===== src/rtl/ant_world.sv =====
// Synthesizable maze model that closes the loop around the ant controller.
// Define PHEROMONE_EN to add the pheromone map and the ph_drop/ph_detected ports.
module ant_world #(
  parameter int unsigned GRID_W    = 16,
  parameter int unsigned GRID_H    = 16,
  parameter int unsigned PH_WIDTH  = 2,
  parameter int unsigned START_X   = 0,
  parameter int unsigned START_Y   = 0,
  parameter int unsigned START_DIR = 1,
  parameter int unsigned EXIT_X    = 15,
  parameter int unsigned EXIT_Y    = 15,
  parameter int unsigned STEP_W    = 16
) (
  input  logic                        clk,
  input  logic                        rst_n,
  input  logic [1:0]                  move,
  input  logic                        map_we,
  input  logic [$clog2(GRID_W)-1:0]   map_x,
  input  logic [$clog2(GRID_H)-1:0]   map_y,
  input  logic                        map_wall,
  output logic                        ant_l,
  output logic                        ant_r,
  output logic                        hit,
  output logic                        escape,
  output logic [$clog2(GRID_W)-1:0]   pos_x,
  output logic [$clog2(GRID_H)-1:0]   pos_y,
  output logic [1:0]                  dir,
  output logic [STEP_W-1:0]           step_cnt
`ifdef PHEROMONE_EN
  ,
  input  logic [PH_WIDTH-1:0]         ph_drop,
  output logic [PH_WIDTH-1:0]         ph_detected
`endif
);

  localparam int unsigned Xw       = $clog2(GRID_W);
  localparam int unsigned Yw       = $clog2(GRID_H);
  localparam int unsigned NumCells = GRID_W * GRID_H;

  localparam logic [Xw-1:0] StartX   = Xw'(START_X);
  localparam logic [Yw-1:0] StartY   = Yw'(START_Y);
  localparam logic [1:0]    StartDir = 2'(START_DIR);
  localparam logic [Xw-1:0] ExitX    = Xw'(EXIT_X);
  localparam logic [Yw-1:0] ExitY    = Yw'(EXIT_Y);

  localparam logic [1:0] MvHalt  = 2'b00;
  localparam logic [1:0] MvRight = 2'b01;
  localparam logic [1:0] MvLeft  = 2'b10;
  localparam logic [1:0] MvFwd   = 2'b11;

  if (GRID_W < 4 || GRID_W > 64 || (GRID_W & (GRID_W - 1)) != 0 ||
      GRID_H < 4 || GRID_H > 64 || (GRID_H & (GRID_H - 1)) != 0 ||
      PH_WIDTH == 0 || STEP_W == 0) begin : g_param_check
    $error("ant_world: unsupported parameter set");
  end

  // Neighbour coordinates carry one extra bit so that both underflow and
  // overflow land on a set MSB, which marks the cell as outside the grid.
  function automatic logic [Yw+Xw+1:0] neighbour(input logic [Xw-1:0] x,
                                                  input logic [Yw-1:0] y,
                                                  input logic [1:0]    d);
    logic [Xw:0] nx;
    logic [Yw:0] ny;
    nx = {1'b0, x};
    ny = {1'b0, y};
    unique case (d)
      2'd0: ny = ny - (Yw+1)'(1);
      2'd1: nx = nx + (Xw+1)'(1);
      2'd2: ny = ny + (Yw+1)'(1);
      2'd3: nx = nx - (Xw+1)'(1);
    endcase
    return {ny, nx};
  endfunction

  function automatic logic wall_at(input logic [Yw+Xw+1:0]  c,
                                   input logic [NumCells-1:0] map);
    logic [Xw:0] nx;
    logic [Yw:0] ny;
    nx = c[Xw:0];
    ny = c[Yw+Xw+1:Xw+1];
    if (nx[Xw] || ny[Yw]) return 1'b1;
    return map[{ny[Yw-1:0], nx[Xw-1:0]}];
  endfunction

  logic [Xw-1:0]       pos_x_q, pos_x_d;
  logic [Yw-1:0]       pos_y_q, pos_y_d;
  logic [1:0]          dir_q, dir_d;
  logic [STEP_W-1:0]   step_q, step_d;
  logic                hit_q, hit_d;
  logic                escape_q, escape_d;
  logic [NumCells-1:0] wall_q, wall_d;
  logic [Yw+Xw+1:0]    ahead, left;
  logic                wr_ok;

  always_comb begin
    ahead = neighbour(pos_x_q, pos_y_q, dir_q);
    left  = neighbour(pos_x_q, pos_y_q, dir_q - 2'd1);
    ant_r = wall_at(ahead, wall_q);
    ant_l = wall_at(left, wall_q);
  end

  always_comb begin
    pos_x_d = pos_x_q;
    pos_y_d = pos_y_q;
    dir_d   = dir_q;
    step_d  = step_q;
    hit_d   = 1'b0;
    wall_d  = wall_q;
    if (!escape_q) begin
      if (move != MvHalt && step_q != '1) step_d = step_q + STEP_W'(1);
      unique case (move)
        MvHalt:  ;
        MvRight: dir_d = dir_q + 2'd1;
        MvLeft:  dir_d = dir_q - 2'd1;
        MvFwd: begin
          if (ant_r) begin
            hit_d = 1'b1;
          end else begin
            pos_x_d = ahead[Xw-1:0];
            pos_y_d = ahead[Yw+Xw:Xw+1];
          end
        end
      endcase
    end
    escape_d = escape_q | (pos_x_d == ExitX && pos_y_d == ExitY);
    // A wall may never be dropped onto the ant itself.
    wr_ok = map_we && !(map_wall && map_x == pos_x_q && map_y == pos_y_q);
    if (wr_ok) wall_d[{map_y, map_x}] = map_wall;
  end

  always_ff @(posedge clk or negedge rst_n) begin
    if (!rst_n) begin
      pos_x_q  <= StartX;
      pos_y_q  <= StartY;
      dir_q    <= StartDir;
      step_q   <= '0;
      hit_q    <= 1'b0;
      escape_q <= 1'b0;
      wall_q   <= '0;
    end else begin
      pos_x_q  <= pos_x_d;
      pos_y_q  <= pos_y_d;
      dir_q    <= dir_d;
      step_q   <= step_d;
      hit_q    <= hit_d;
      escape_q <= escape_d;
      wall_q   <= wall_d;
    end
  end

  assign pos_x    = pos_x_q;
  assign pos_y    = pos_y_q;
  assign dir      = dir_q;
  assign step_cnt = step_q;
  assign hit      = hit_q;
  assign escape   = escape_q;

`ifdef PHEROMONE_EN
  logic [PH_WIDTH-1:0] ph_q [NumCells];
  logic [PH_WIDTH-1:0] ph_d [NumCells];

  always_comb begin
    ph_d = ph_q;
    // Deposit goes to the pre-edge cell; a map write to the same cell wins.
    if (!escape_q && ph_drop != '0) ph_d[{pos_y_q, pos_x_q}] = ph_drop;
    if (wr_ok) ph_d[{map_y, map_x}] = '0;
    ph_detected = ph_q[{pos_y_q, pos_x_q}];
  end

  always_ff @(posedge clk or negedge rst_n) begin
    if (!rst_n) begin
      for (int unsigned i = 0; i < NumCells; i++) ph_q[i] <= '0;
    end else begin
      ph_q <= ph_d;
    end
  end
`endif

endmodule


===== config.mk =====
export PLATFORM = sky130hd
export DESIGN_NAME = ant_world
export DESIGN_NICKNAME = d
export VERILOG_FILES = /design/src/rtl/ant_world.sv
export SDC_FILE = /design/constraint.sdc
export NUM_CORES = 1
export LEC_CHECK = 0
export ABC_CLOCK_PERIOD_IN_PS = 4500
export BUFFER_PORTS_ARGS = -buffer_cell sky130_fd_sc_hd__buf_2
export CAP_MARGIN = 25
export CELL_PAD_IN_SITES_DETAIL_PLACEMENT = 0
export CELL_PAD_IN_SITES_GLOBAL_PLACEMENT = 1
export CORE_MARGIN = 2
export CORE_UTILIZATION = 35
export DETAILED_ROUTE_END_ITERATION = 12
export PLACE_DENSITY_LB_ADDON = 0.2
export SYNTH_ARGS = -nofsm -noshare
export SYNTH_HDL_FRONTEND = slang
export SYNTH_SLANG_ARGS = --single-unit

===== constraint.sdc =====
create_clock -name clk -period 4.5 [get_ports clk]
set_clock_uncertainty 0.1 [all_clocks]
set_input_delay 0.675 -clock clk [delete_from_list [all_inputs] [get_ports clk]]
set_output_delay 0.675 -clock clk [all_outputs]
set_load 0.1 [all_outputs]

==> run_results.csv, run 1 <==
group,metric,value,unit
worst_setup_path,rr_worst_depth,16,
timing,rsz0062_at_grt,"true",
synth,synthTopCellsByCount,"mux2_2, dfrtp_1, nor2_1",
worst_setup_path,worst-setup-path-type,"reg2out",
synth,synth-main-ff-cell,"dfrtp_1",
worst_setup_path,path_cells,"inv_4, ha_4, buf_6, nor3_4, a21oi_4, buf_12, bufbuf_16, buf_6, mux4_2, mux2i_1, mux2i_1, buf_4, mux2i_1, mux2i_1, mux2i_1, mux2i_1, a311o_2, buf_12",
die,rows,86,
pwr,peakVddDrop,0.000612,V
synth,synthCells,1890,
global_route,antenna_found_initial,1,
timing,finalSetupViolCount,2,
synth,synth.yosys.seq_area_share,0.362,
timing,fin_tns_setup,-0.703,ns
worst_setup_path,path_max_fanout,5,
finish,fin_nets,1992,
worst_setup_path,startpoint_type,"flip-flop",
min_path,hold_class,"in2async",
global_route,grt_pass1_wl,110000,um
synth,yosysTopAreaCellShare,0.361,
clock_network,ctsHtreeMaxLevel,2,
synth,ys_seq_elements,284,
worst_setup_path,cpMostUsedCell,"mux2i_1",
worst_setup_path,cp-startpoint,"dir[0]",
run,maxCapViolCount,0,
detailed_routing,vias,16585,
clock_network,cts_tree,"done",
placed_design,port_buffers,43,
worst_setup_path,crit-reg2reg-launch,"dir[0]",
detailed_routing,post-route-drc-count,0,
placed_design,place_hpwl,48500,um
worst_setup_path,critPathSlowestCell,"dfstp_4",
worst_setup_path,critical_path_required,3.72,ns
clock_network,cts_root_buffer,"clkbuf_16",
finish,drive_gt1_frac,0.363,
synth,synth_enable_flop_cells,0,
worst_setup_path,cp-end-kind,"output pin",
detailed_routing,initialDrtViolationCount,1667,
outcome,outcome,"finished with violations",
timing,finalCritPeriodShare,1.09,
detailed_routing,drtAntennaViolNets,0,
synth,synth_top_cell_by_area,"dfrtp_1",
synth,postSynthAreaPerCell,10.4,um^2
die,io_pins,44,
placed_design,post-place-ws,-0.137,ns
detailed_routing,firstDrtPassIters,7,
synth,async_flop_share,1.00,
clock_network,insertion_delay,0.57,ns
placed_design,gp_congestion,0.896,
die,die_area,57900,um^2
synth,synthTopCellsByArea,"dfrtp_1, mux2_2, mux4_2",
detailed_routing,via_per_inst,6.06,
timing,slew_viol_final,0,
global_route,grt_pass1_vias,16190,
timing,hold_viol,0,
pwr,p_leak,0.0100,uW
finish,multi_input_area,12000,um^2
timing,fin_crit,4.88,ns
finish,register_area,7120,um^2
detailed_routing,routed_wl,73900,um
timing,fmax,205,MHz
global_route,overflow,0,
global_route,grt_max_degree,100,
worst_setup_path,cpPeakStageDelay,0.65,ns
timing,fin_ws,-0.384,ns
finish,syn_to_final_growth,19.6,%
die,fp.dieW,241,um
die,core_area,55200,um^2
finish,n_fill_cell,5243,
synth,ys_warn_count,0,
clock_network,clk_pin_slew,0.06,ns
die,start_util,0.355,
global_route,grt_usage,0.255,
timing,holdWs,0.0216,ns
timing,relSlewSlack,0.283,
detailed_routing,wire_per_inst,27.0,um
synth,syn_area,19600,um^2
die,die_h,241,um
clock_network,cts_inserted_buffers,36,
outcome,violations,"setup timing",
clock_network,hold_buffers,0,
synth,synth.distinct_cells,74,
clock_network,cts_sinks,284,
pwr,power.density,773,nW/um^2
worst_setup_path,crit_arrival,4.11,ns
synth,synthMostInstantiatedCell,"mux2_2",
synth,syn-num-nets,1917,
timing,worstMarginPinSlew,1.07,ns
clock_network,clock_path_buffers,3,
-- layer usage --
layer | up-vias | wire, um | GRT usage
met5 | - | 16 | 0
met1 | 8535 | 32300 | 0.361
met3 | 134 | 5310 | 0.0463
li1 | 7224 | - | -
met4 | 2 | 2440 | 0.0807
met2 | 690 | 33800 | 0.396
-- logic make-up (layout without fill, tap and decap cells) --
kind of cell	Yosys count	after routing	synth area share
and+or+nand+nor	540	540	0.122
muxes	486	486	0.325
AOI/OAI and AO/OA	338	338	0.124
DFF	284	284	0.362
buffers and inverters	197	296	0.0436
xor gates and xnor gates	32	32	0.0147
adders and majority gates	13	13	0.00830
other	0	1	0
-- worst max-delay path, delay by kind of cell (launching register included) --
family          cells  cell delay [ns]
buf+inv             7             1.06
mux                 7             1.06
simple gates        1             0.20
fa+ha+maj           1             0.17
compound gates      2             0.43
flops               1             0.65
-- cell type report --
cell class              count  area share
diodes                      1    0.000107
clock buffers              48      0.0420
multi-input cells        1409       0.511
inverters                  17     0.00315
well taps                 748      0.0399
repair buffers            217      0.0937
flip-flops and latches    284       0.303
clock inverters            14     0.00709
-- report_power, final --
| group | internal, uW | switching, uW |
|---|---|---|
| Sequential | 2750 | 254 |
| Clock | 1710 | 1210 |
| Combinational | 5150 | 7070 |
-- placed cells by master (no fill, tap or decap), drive strengths merged, types with 4 or more instances in the layout --
master / n
a221o: 10
o22ai: 54
nor4: 9
o21ai: 50
nand3b: 5
or3b: 5
a2bb2oi: 5
a21oi: 42
a221oi: 38
o211ai: 4
ha: 13
nand2b: 12
a22o: 21
o221ai: 18
clkinv: 10
mux2i: 96
xnor2: 16
xor2: 16
a22oi: 29
a2111oi: 5
clkbuf: 51
nand4: 14
a31oi: 12
nor2b: 22
a211oi: 19
mux4: 90
nand3: 42
nand2: 141
buf: 211
and3: 11
nor3: 20
dfrtp: 283
mux2: 300
or3: 6
nor2: 240
o31ai: 7
inv: 17
-- repair_timing --
| action | 4_1_cts | 5_1_grt |
|---|---|---|
| buffers inserted | 11 | 10 |
| resized for setup | 34 | 32 |
| endpoints found under the setup margin | 2 | 2 |
| gates cloned | 4 | 3 |
| pin swaps | 5 | 8 |
-- final timing paths --
path	to	slack (ns)
min	step_cnt[5]	0.02
min in group clk	step_cnt[9]	0.39
max in group asynchronous	wall_q[120]	3.13
max	ant_l	-0.38
max reg2reg	escape	0.28
min reg2reg	step_cnt[9]	0.39
-- state kept, by name, indices dropped and copies added (netlist names) --
register  cells
pos_y         4
dir           2
step_cnt     16
hit           1
wall_q      256
escape        1
pos_x         4
-- stage by stage --
step	util	power, uW	cell area, um^2	cells
6_report	0.425	18100	23500	2738
5_1_grt	0.425	18900	23500	2737
4_1_cts	0.420	17700	23200	2724
3_5_place_dp	0.391	13800	21600	2647
3_3_place_gp	0.390	13800	21500	2645
2_1_floorplan	-	9760	19800	1890
(Power assumes the default switching activity.)
==> run 2: changes to the inputs <==
- ABC_AREA: unset -> 1
- CELL_PAD_IN_SITES_DETAIL_PLACEMENT: 0 -> unset
- CELL_PAD_IN_SITES_GLOBAL_PLACEMENT: 1 -> unset
==> run_results.csv, run 2 <==
group,metric,value,unit
outcome,outcome,"finished with violations",
outcome,violations,"setup timing",
synth,ys_seq_elements,284,
die,die_area,53800,um^2
min_path,hold_class,"in2async",
worst_setup_path,cpMostUsedCell,"nand2_1",
finish,final_cell_mix,"nand2_1, inv_1, nand3_1",
timing,fin_ws,-0.00258,ns
die,start_util,0.354,
die,rows,83,
synth,yosys.area_share.simple,0.318,
synth,synth-main-ff-cell,"dfrtp_1",
synth,synth_enable_flop_cells,0,
synth,synth_fa_ha_area_frac,0.00894,
synth,synth-xor-area-share,0.0135,
clock_network,ctsHtreeMaxLevel,2,
pwr,p_leak,0.00979,uW
synth,synth_top_cell_by_area,"dfrtp_1",
run,maxCapViolCount,0,
synth,syn-num-nets,2772,
worst_setup_path,path_cells,"inv_6, ha_4, nand2_1, o21ai_2, a21oi_4, buf_6, buf_12, o21ai_0, o21ai_1, nand2_1, nand3_1, nand2_1, o211ai_1, nand3_1, nand2_1, nand2_1, o211ai_1, clkbuf_16",
worst_setup_path,worst-setup-path-type,"reg2out",
detailed_routing,routed_wl,69800,um
synth,ys_warn_count,0,
finish,final_common_cell,"nand2_1",
synth,synthMostInstantiatedCell,"nand2_1",
placed_design,gp_congestion,0.928,
global_route,grt_usage,0.254,
clock_network,cts_tree,"done",
timing,fmax,222,MHz
global_route,grt_pass1_wl,104000,um
finish,syn_to_final_growth,15.6,%
pwr,p_total,6160,uW
timing,slew_viol_final,0,
finish,max_flop_register,"wall_q",
pwr,power.density,293,nW/um^2
finish,fin_nets,2769,
synth,postSynthAreaPerCell,6.63,um^2
timing,finalSetupViolCount,1,
worst_setup_path,critPathSlowestCell,"dfstp_4",
synth,syn_area,18200,um^2
timing,worstMarginPinSlew,1.07,ns
synth,synth_top_family_by_area,"simple AND/OR/NAND/NOR gates",
placed_design,port_buffers,43,
synth,synthTopCellsByArea,"dfrtp_1, nand2_1, nand3_1",
die,fp.dieW,232,um
synth,synthCells,2745,
die,io_pins,44,
worst_setup_path,cp-end-kind,"output pin",
clock_network,cts_inserted_buffers,35,
detailed_routing,initialDrtViolationCount,1844,
finish,num_antenna_cells,0,
global_route,antenna_found_initial,1,
finish,final_core_utilization,0.409,
synth,synth.yosys.seq_area_share,0.391,
placed_design,place_hpwl,40000,um
finish,drive_gt1_frac,0.0894,
timing,relSlewSlack,0.285,
clock_network,cts_sinks,284,
detailed_routing,wire_per_inst,20.3,um
clock_network,insertion_delay,0.56,ns
timing,fin_tns_setup,-0.00258,ns
detailed_routing,via_per_inst,5.33,
clock_network,clock_path_buffers,3,
worst_setup_path,critical_path_required,3.72,ns
timing,hold_viol,0,
detailed_routing,vias,18344,
synth,async_flop_share,1.00,
die,core_area,51400,um^2
synth,synth_mux_area_frac,0.00124,
timing,fin_crit,4.50,ns
worst_setup_path,startpoint_type,"flip-flop",
synth,synthTopCellsByCount,"nand2_1, inv_1, nand3_1",
detailed_routing,drtAntennaViolNets,0,
timing,finalCritPeriodShare,1.00,
worst_setup_path,cpPeakStageDelay,0.67,ns
global_route,overflow,0,
detailed_routing,firstDrtPassIters,6,
synth,yosysTopAreaCellShare,0.389,
pwr,peakVddDrop,0.000230,V
global_route,grt_pass1_vias,16991,
synth,synth_compound_area_frac,0.158,
clock_network,cts_root_buffer,"clkbuf_16",
global_route,grt_max_degree,154,
die,die_h,232,um
timing,rsz0062_at_grt,"true",
detailed_routing,post-route-drc-count,0,
worst_setup_path,path_max_fanout,8,
worst_setup_path,crit_arrival,3.73,ns
synth,synth.distinct_cells,38,
clock_network,clk_pin_slew,0.06,ns
finish,largest_reg_flops,256,
-- run 2: cell count changes after synthesis, moves of 90 or more --
| cell | before | now |
|---|---|---|
| a21oi_1 | 40 | 235 |
| mux4_2 | 90 | 0 |
| mux2i_1 | 96 | 0 |
| o21ai_0 | 48 | 208 |
| inv_1 | 15 | 305 |
| mux2_2 | 300 | 2 |
| nand3_1 | 42 | 286 |
| nand2_1 | 140 | 842 |
-- run 2: cells by family (layout without fill, tap and decap cells) --
family                     Yosys count  count (layout)
AOI/OAI and AO/OA                  529             529
buffers and inverters              476             493
xor gates and xnor gates            28              28
DFF                                284             284
muxes                                2               2
and+or+nand+nor                   1413            1415
adders and majority gates           13              13
-- run 2: what timing repair did --
action,in CTS,in global routing
gates cloned,6,5
resized for setup,16,34
pin swaps,7,14
hold endpoints to repair,0,0
setup buffers,11,4
setup endpoints to repair,2,2
hold buffers,0,0
-- run 2: path summary, 6_finish.rpt --
kind | start | end | slack (ns) | depth (start not counted)
worst max-delay path | dir[0] | ant_l | -0.003 | 18
worst max register to register | dir[0] | escape | 1.01 | 22
max in group asynchronous | rst_n | wall_q[66] | 3.22 | 2
worst min-delay path | rst_n | wall_q[111] | 0.11 | 1
min in group clk | wall_q[191] | wall_q[191] | 0.38 | 2
worst min register to register | wall_q[191] | wall_q[191] | 0.38 | 2
-- run 2: stage by stage --
step | worst slack, ns | instances | hold WS (ns) | area, um^2
6_report | -0.00258 | 3444 | 0.108 | 21000
5_1_grt | -0.112 | 3444 | 0.167 | 21000
4_1_cts | 0.00271 | 3436 | 0.109 | 20800
3_5_place_dp | 0.338 | 3360 | 0.374 | 19300
3_3_place_gp | 0.313 | 3360 | 0.369 | 19300
2_1_floorplan | -0.159 | 2745 | 0.279 | 18300
-- run 2: worst max-delay path, delay by kind of cell, from the launching register on --
kind            cells  cell delay [ns]
fa+ha+maj           1             0.19
simple gates        7             0.54
compound gates      6             1.07
flops               1             0.67
buf+inv             4             0.70
-- run 2: cell type report --
class | instances | area (um^2)
Fill cell | 5378 | 30400
Inverter | 310 | 1180
Multi-Input combinational cell | 1987 | 9400
Clock inverter | 8 | 115
Tap cell | 680 | 851
Clock buffer | 51 | 1040
Sequential cell | 284 | 7120
Timing Repair Buffer | 124 | 1330
-- run 2: report_power, final --
part | internal, uW | switching (uW) | leakage, uW | total (uW)
clock network | 1760 | 1170 | 0.000570 | 2940
registers | 2670 | 64.0 | 0.00317 | 2730
logic | 142 | 351 | 0.00604 | 493
total | 4570 | 1590 | 0.00979 | 6160
-- run 2: per-layer routing --
metal / GRT usage / wire length (um) / vias to the layer above
li1: - / - / 8796
met1: 0.338 / 29700 / 8627
met2: 0.406 / 31500 / 762
met3: 0.0463 / 5760 / 157
met4: 0.106 / 2880 / 2
met5: 0 / 13 / -
